<file path="config.mk">
export PLATFORM = sky130hd
export DESIGN_NAME = riscv_pipe_stage
export DESIGN_NICKNAME = d
export VERILOG_FILES = /design/src/rtl/riscv_pipe_stage.sv
export SDC_FILE = /design/constraint.sdc
export NUM_CORES = 1
export LEC_CHECK = 0
export ABC_AREA = 1
export CAP_MARGIN = 0
export CELL_PAD_IN_SITES_DETAIL_PLACEMENT = 2
export CELL_PAD_IN_SITES_GLOBAL_PLACEMENT = 2
export CORE_MARGIN = 2
export CORE_UTILIZATION = 36
export CTS_BUF_LIST = sky130_fd_sc_hd__clkbuf_4
export DETAILED_ROUTE_END_ITERATION = 10
export HOLD_SLACK_MARGIN = 0.08
export PLACE_DENSITY = 0.78
export SKIP_CTS_REPAIR_TIMING = 1
export SLEW_MARGIN = 20
export SYNTH_ARGS = -nofsm -noshare
export SYNTH_HDL_FRONTEND = slang
export SYNTH_SLANG_ARGS = --single-unit
</file>
<file path="constraint.sdc">
create_clock -name clk -period 3.7 [get_ports clk]
set_clock_uncertainty 0.05 [all_clocks]
set_input_delay 0.74 -clock clk [delete_from_list [all_inputs] [get_ports clk]]
set_output_delay 0.74 -clock clk [all_outputs]
set_load 0.01 [all_outputs]
</file>
<file path="src/rtl/riscv_pipe_stage.sv">
// Purpose: DEPTH-entry valid/ready pipeline stage (circular buffer) with a pipeline-kill flush.
// Latency: one edge from push to out_valid when empty; out_data comes from storage, never from in_data.
// Backpressure: in_ready when not full, or when full and out_ready (READY_PASS=1); low during flush.
module riscv_pipe_stage #(
  parameter int WIDTH      = 32,
  parameter int DEPTH      = 2,
  parameter int READY_PASS = 1
) (
  input  logic                       clk,
  input  logic                       rst,
  input  logic                       flush,
  input  logic                       in_valid,
  output logic                       in_ready,
  input  logic [WIDTH-1:0]           in_data,
  output logic                       out_valid,
  input  logic                       out_ready,
  output logic [WIDTH-1:0]           out_data,
  output logic [$clog2(DEPTH+1)-1:0] count
);

  // A single-entry stage still needs a one-bit pointer so the declarations stay legal.
  localparam int PTR_W = (DEPTH > 1) ? $clog2(DEPTH) : 1;
  localparam int CNT_W = $clog2(DEPTH + 1);

  localparam logic [CNT_W-1:0] FULL_CNT = CNT_W'(DEPTH);
  localparam logic [PTR_W-1:0] LAST_PTR = PTR_W'(DEPTH - 1);
  localparam bit               PASS     = (READY_PASS != 0);

  logic [WIDTH-1:0] mem [DEPTH];
  logic [PTR_W-1:0] rd_ptr;
  logic [PTR_W-1:0] wr_ptr;
  logic [CNT_W-1:0] cnt_q;
  logic             not_full;
  logic             push;
  logic             pop;

  // Pointers wrap explicitly at DEPTH-1 so non-power-of-two depths never index a missing entry.
  function automatic logic [PTR_W-1:0] ptr_inc(input logic [PTR_W-1:0] p);
    return (p == LAST_PTR) ? '0 : p + PTR_W'(1);
  endfunction

  // Handshake decode; in_ready looks only at occupancy, out_ready and flush, never at in_valid.
  always_comb begin
    not_full  = (cnt_q < FULL_CNT);
    out_valid = (cnt_q != '0);
    in_ready  = !flush && (not_full || (PASS && out_ready));
    push      = in_valid && in_ready;
    pop       = out_valid && out_ready;
  end

  // Head entry is read straight from storage; it is don't-care while out_valid is low.
  always_comb begin
    out_data = mem[rd_ptr];
    count    = cnt_q;
  end

  // Occupancy and pointers; reset overrides flush, and flush overrides any push/pop bookkeeping.
  always_ff @(posedge clk) begin
    if (rst) begin
      cnt_q  <= '0;
      rd_ptr <= '0;
      wr_ptr <= '0;
    end else if (flush) begin
      cnt_q  <= '0;
      rd_ptr <= '0;
      wr_ptr <= '0;
    end else begin
      if (push) begin
        wr_ptr <= ptr_inc(wr_ptr);
      end
      if (pop) begin
        rd_ptr <= ptr_inc(rd_ptr);
      end
      case ({push, pop})
        2'b10:   cnt_q <= cnt_q + CNT_W'(1);
        2'b01:   cnt_q <= cnt_q - CNT_W'(1);
        default: cnt_q <= cnt_q;
      endcase
    end
  end

  // Payload storage carries no reset; a write during a reset cycle is orphaned by the pointer reset.
  always_ff @(posedge clk) begin
    if (push) begin
      mem[wr_ptr] <= in_data;
    end
  end

endmodule

</file>
==> results of run 1 <==
layout by cell type (no fill, tap or decap), types with 2 or more instances in the layout:
| cell | n |
|---|---|
| clkinv_1 | 2 |
| buf_4 | 3 |
| edfxtp_1 | 64 |
| mux2_2 | 2 |
| inv_1 | 9 |
| nand2_1 | 11 |
| clkbuf_4 | 9 |
| mux2_4 | 30 |
| dfxtp_1 | 4 |
| nand3_1 | 2 |
| nand4_1 | 2 |
| nor2_1 | 5 |
| clkinvlp_4 | 2 |
| a21oi_1 | 3 |
| clkdlybuf4s50_1 | 72 |
per-stage QoR:
step           total power [mW]  hold slack, ps  cell area [um2]   util
5_1_grt                    1.55             501             3660  0.502
4_1_cts                    1.51             476             3660  0.502
6_report                   1.49             467             3660  0.502
2_1_floorplan             0.952             417             2720      -
3_5_place_dp               1.05             445             3530  0.484
3_3_place_gp               1.04             430             3530  0.484
worst reg2reg max path, stage by stage (launching register included):
cell and delay, ps:
dfxtp_1 370, nand2_1 100, nand3_1 160, nor2_4 330
buf_4 370
per-layer routing:
| layer | vias up | track usage | wire, um |
|---|---|---|---|
| met5 | - | 0 | 0 |
| met4 | 0 | 0.0530 | 84 |
| met3 | 8 | 0.0390 | 219 |
| met2 | 52 | 0.283 | 3250 |
| met1 | 732 | 0.163 | 2370 |
| li1 | 690 | - | - |
power groups by stage:
| stage | clock network, mW | logic (mW) | registers (mW) |
|---|---|---|---|
| 2_1_floorplan | 0 | 0.0541 | 0.897 |
| 3_3_place_gp | 0 | 0.138 | 0.897 |
| 3_5_place_dp | 0 | 0.146 | 0.900 |
| 4_1_cts | 0.486 | 0.147 | 0.882 |
| 5_1_grt | 0.511 | 0.153 | 0.883 |
| 6_report | 0.465 | 0.143 | 0.881 |
path summary, 6_finish.rpt:
kind | start | endpoint | slack, ps | cells after the start
worst max-delay path | register | out_data[13] | 800 | 3
worst min-delay path | rd_ptr$_SDFFE_PP0P_ | rd_ptr$_SDFFE_PP0P_ | 470 | 2
worst max register to register | count[1]$_SDFFE_PP0P_ | mem[0][3]$_DFFE_PP_ | 1970 | 4
worst min register to register | rd_ptr$_SDFFE_PP0P_ | rd_ptr$_SDFFE_PP0P_ | 470 | 2
synth_stat cells (all sizes together):
cell type | instances | share of area
nand4 | 2 | 0.0046
nand3 | 2 | 0.0037
mux2 | 32 | 0.17
inv | 9 | 0.012
a21oi | 4 | 0.0087
ha | 1 | 0.0046
edfxtp | 64 | 0.71
nor2 | 6 | 0.0083
buf | 4 | 0.026
nand2 | 11 | 0.015
dfxtp | 5 | 0.037
cell type report:
class / instances / area share
Clock inverter: 7 / 0.0181
Clock buffer: 9 / 0.0185
Multi-Input combinational cell: 58 / 0.165
Inverter: 9 / 0.00923
Tap cell: 99 / 0.0338
Sequential cell: 69 / 0.553
Timing Repair Buffer: 75 / 0.203
kinds of logic (layout without fill, tap and decap cells):
group,count (synthesis),after routing,share of synthesized area
compound gates,4,4,0.00873
fa+ha+maj,1,1,0.00459
buf+inv,13,100,0.0386
flops,69,69,0.743
mux,32,32,0.174
simple gates,21,21,0.0317
flip-flops by register name, indices dropped and copies added (netlist names), named ones only:
| register | cells |
|---|---|
| mem | 64 |
| rd_ptr | 1 |
| wr_ptr | 1 |
| count | 2 |
==> flow_summary.ini, run 1 <==
[outcome]
outcome = complete, no violations

[timing]
fin_crit_sh = 0.784
max_freq_mhz = 345
worst_slew_pin_slew_ps = 589
slew_viol_final = 0
timing.slew.headroom = 0.608
finalHoldViolCount = 0
timing.final.ws_setup_ps = 800
setup_viol = 0
rsz0062_at_grt = no
min_period_ps = 2900
fin_tns_setup_ps = 0

[drt]
drt_iter0_drc = 38
wl_per_cell_um = 18.2
first_pass_iters = 4
routed_via_density = 4.55
routed_wl_mm = 5.93
postRouteAntennaNets = 0
dr_total_vias = 1482
route.detailed.drc = 0

[setup_path]
slowest_stage = buf_4
cp_top_family = buffers and inverters
crit_chain = buf_4, mux2_2, clkdlybuf4s50_1
required_ps = 2910
critPathBufInv = 2
cp_slowest_stage_delay_ps = 480
cp_max_fo = 32
cp-end-kind = output port
start_kind = register
critical_path_class = register to output port
arrival_ps = 2110

[floorplanning]
die_y_um = 91.0
pin_count = 73
initial_utilization = 0.373
core_mm2 = 0.00729
die-area_mm2 = 0.00827
core.rowCount = 31
die_x_um = 91.0

[synth]
ys_ff_latch = 69
synth_area_mm2 = 0.00272
synth_cell_types = 14
yosys_warnings = 0
synth_fp_nets = 178
avgSynthCellArea_um2 = 19.4
postSynthCellCount = 140
ys_seq_area_frac = 0.743

[min_path]
hold_class = register to register

[power]
p_comb_frac = 0.096
intPower_mw = 1.16
netSwitchingFraction = 0.218
peakVddDrop_uv = 239
p_leak_nw = 1.29
cellPowerDensity_mw_per_mm2 = 407
clockPowerShare = 0.312
switchingPower_uw = 324
pwr-share-seq = 0.592

[clocking]
cts.sink_count = 69
cts_tree = yes
htreeDepth = 3
clock_latency_ps = 390
cts_made_buffers = 9
cts_buffer_depth = 2
clk_pin_slew_worst_paths_ps = 110
clk_root_buffer_cell = clkbuf_4

[cells_and_area]
multi_input_area_um2 = 603
drive_gt1_frac = 0.229
fin_cells = 326
syn_to_final_growth_pct = 34.5
fillers = 713
final-seq-area_mm2 = 0.00202
antennaDiodeCount = 0
nets = 260

[global_routing]
overflow = 0
grt_pass1_vias = 1656
antenna_found_initial = 0
grt_pass1_wl_mm = 9.20
grt_max_degree = 33
track_usage = 0.151

[place]
hpwl_mm = 4.36
port_buffers = 72
pre_cts_ws_ps = 918
dp.cells = 310
place_congestion = 0.723

[run]
drv_cap = 0
Note: power is estimated with default switching activity, not from simulation.
==> run 2: changes to the inputs <==
- CORE_UTILIZATION: 36 -> 32
- PLACE_DENSITY: 0.78 -> 0.73
- clock period: 3.7 -> 2.4 ns (I/O delays scaled with it)
==> run 2 against run 1 <==
  * Worst setup slack got worse by 710 ps
  * Global-route usage down 1.9 points
  * Worst hold slack is essentially flat
  * Count of clock-buffer cells in the layout up 1
  * First-iteration DRC count up 63%
  * Via count is 0.88% higher
  * Power rose by 65%
  * Die area increased by 12%
  * Non-clock buffer count rose by 4
  * Largest cell class unchanged
  * Core utilization is 4.0 points lower
==> flow_summary.ini, run 2 (synthesis results as in run 1) <==
[cells_and_area]
largest_reg_flops = 64
antennaDiodeCount = 0
regMostFlops = mem
fin_cells = 336
mostFrequentLayoutCell = clkdlybuf4s50_1
fillers = 792
fin_util = 0.462
syn_to_final_growth_pct = 39.4
final_cell_mix = clkdlybuf4s50_1, edfxtp_1, mux2_4, nand2_1, clkbuf_4
nets = 264
drive_gt1_frac = 0.251

[min_path]
hold_class = register to register
hold_depth = 2

[setup_path]
path_depth = 3
slowest_stage = clkdlybuf4s50_1
arrival_ps = 1780
cp_slowest_stage_delay_ps = 490
critPathBufInv = 2
reg2regPathDepth = 6
start_kind = register
cp_top_family = buffers and inverters
crit_chain = buf_12, mux2_4, clkdlybuf4s50_1
critical_path_class = register to output port
required_ps = 1870
cp_max_fo = 13
cp-end-kind = output port

[timing]
timing.slew.headroom = 0.814
max_freq_mhz = 433
worst_slew_pin_slew_ps = 279
rsz0062_at_grt = no
slew_viol_final = 0
min_period_ps = 2310
fin_crit_sh = 0.961
timing.final.ws_setup_ps = 92.6
setup_viol = 0
finalHoldViolCount = 0
holdWs_ps = 467

[floorplanning]
core_mm2 = 0.00822
core.rowCount = 33
die-area_mm2 = 0.00926
pin_count = 73
initial_utilization = 0.331
die_y_um = 96.2
die_x_um = 96.2

[clocking]
htreeDepth = 3
cts_buffer_depth = 2
cts_tree = yes
clk_root_buffer_cell = clkbuf_4
cts_made_buffers = 9
clock_latency_ps = 400
cts.sink_count = 69
clk_pin_slew_worst_paths_ps = 100

[drt]
postRouteAntennaNets = 0
wl_per_cell_um = 16.6
route.detailed.drc = 0
routed_via_density = 4.45
drt_iter0_drc = 62
routed_wl_mm = 5.59
first_pass_iters = 4
dr_total_vias = 1495

[power]
power_mw = 2.46
cellPowerDensity_mw_per_mm2 = 647
p_leak_nw = 1.37
peakVddDrop_uv = 306

[place]
hpwl_mm = 3.88
port_buffers = 72
pre_cts_ws_ps = 198
dp.cells = 319
place_congestion = 0.692

[global_routing]
grt_max_degree = 23
track_usage = 0.132
grt_pass1_vias = 1677
antenna_found_initial = 0
grt_pass1_wl_mm = 8.65
overflow = 0

[run]
drv_cap = 0

[outcome]
outcome = complete, no violations
run 2: cell types whose count changed in the layout (fill, tap and decap cells not counted), sizes merged:
| cell | previous run | this run |
|---|---|---|
| dlymetal6s2s | 0 | 2 |
| clkbuf | 9 | 11 |
| clkinvlp | 2 | 1 |
| inv | 9 | 11 |
| clkinv | 4 | 1 |
| clkdlybuf4s50 | 72 | 70 |
| buf | 3 | 6 |
| bufinv | 1 | 2 |
run 2: cell type report:
class                           instances  area (um2)  area share
Tap cell                              105         131      0.0346
Timing Repair Buffer                   79         833       0.220
Clock buffer                           10        75.1      0.0198
Clock inverter                          6        93.8      0.0247
Multi-Input combinational cell         58         603       0.159
Inverter                                9        33.8     0.00890
Sequential cell                        69        2030       0.534
run 2: through the flow:
step,setup TNS (ps),instance area (um2)
final,0,3800
after floorplan,0,2730
after detailed placement,0,3580
after CTS,-400,3750
after global routing,0,3800
after global placement,0,3580
run 2: worst reg2reg max path, cell delays in order (launching register included):
cell and delay [ps]:
dfxtp_1 430, inv_1 110, a21oi_2 200, ha_1 270
inv_1 90, nand4_1 100, a21oi_1 160
run 2: worst paths after layout:
path,from,end,slack [ps]
worst max-delay path,register,out_data[21],90
worst min register to register,rd_ptr$_SDFFE_PP0P_,register,470
worst min-delay path,rd_ptr$_SDFFE_PP0P_,register,470
worst max register to register,count[1]$_SDFFE_PP0P_,count[1]$_SDFFE_PP0P_,910
run 2: layer usage:
metal / vias to the layer above / global-route usage / share of wire
li1: 694 / - / -
met1: 739 / 0.159 / 0.44
met2: 55 / 0.220 / 0.49
met3: 7 / 0.0368 / 0.062
met4: 0 / 0.0571 / 0.013
met5: - / 0 / 0
run 2: report_power, final:
part           switching [mW]  total, mW  internal, mW
clock                   0.434      0.878         0.443
combinational          0.0819      0.222         0.140
sequential             0.0105       1.36          1.35
total                   0.527       2.46          1.93
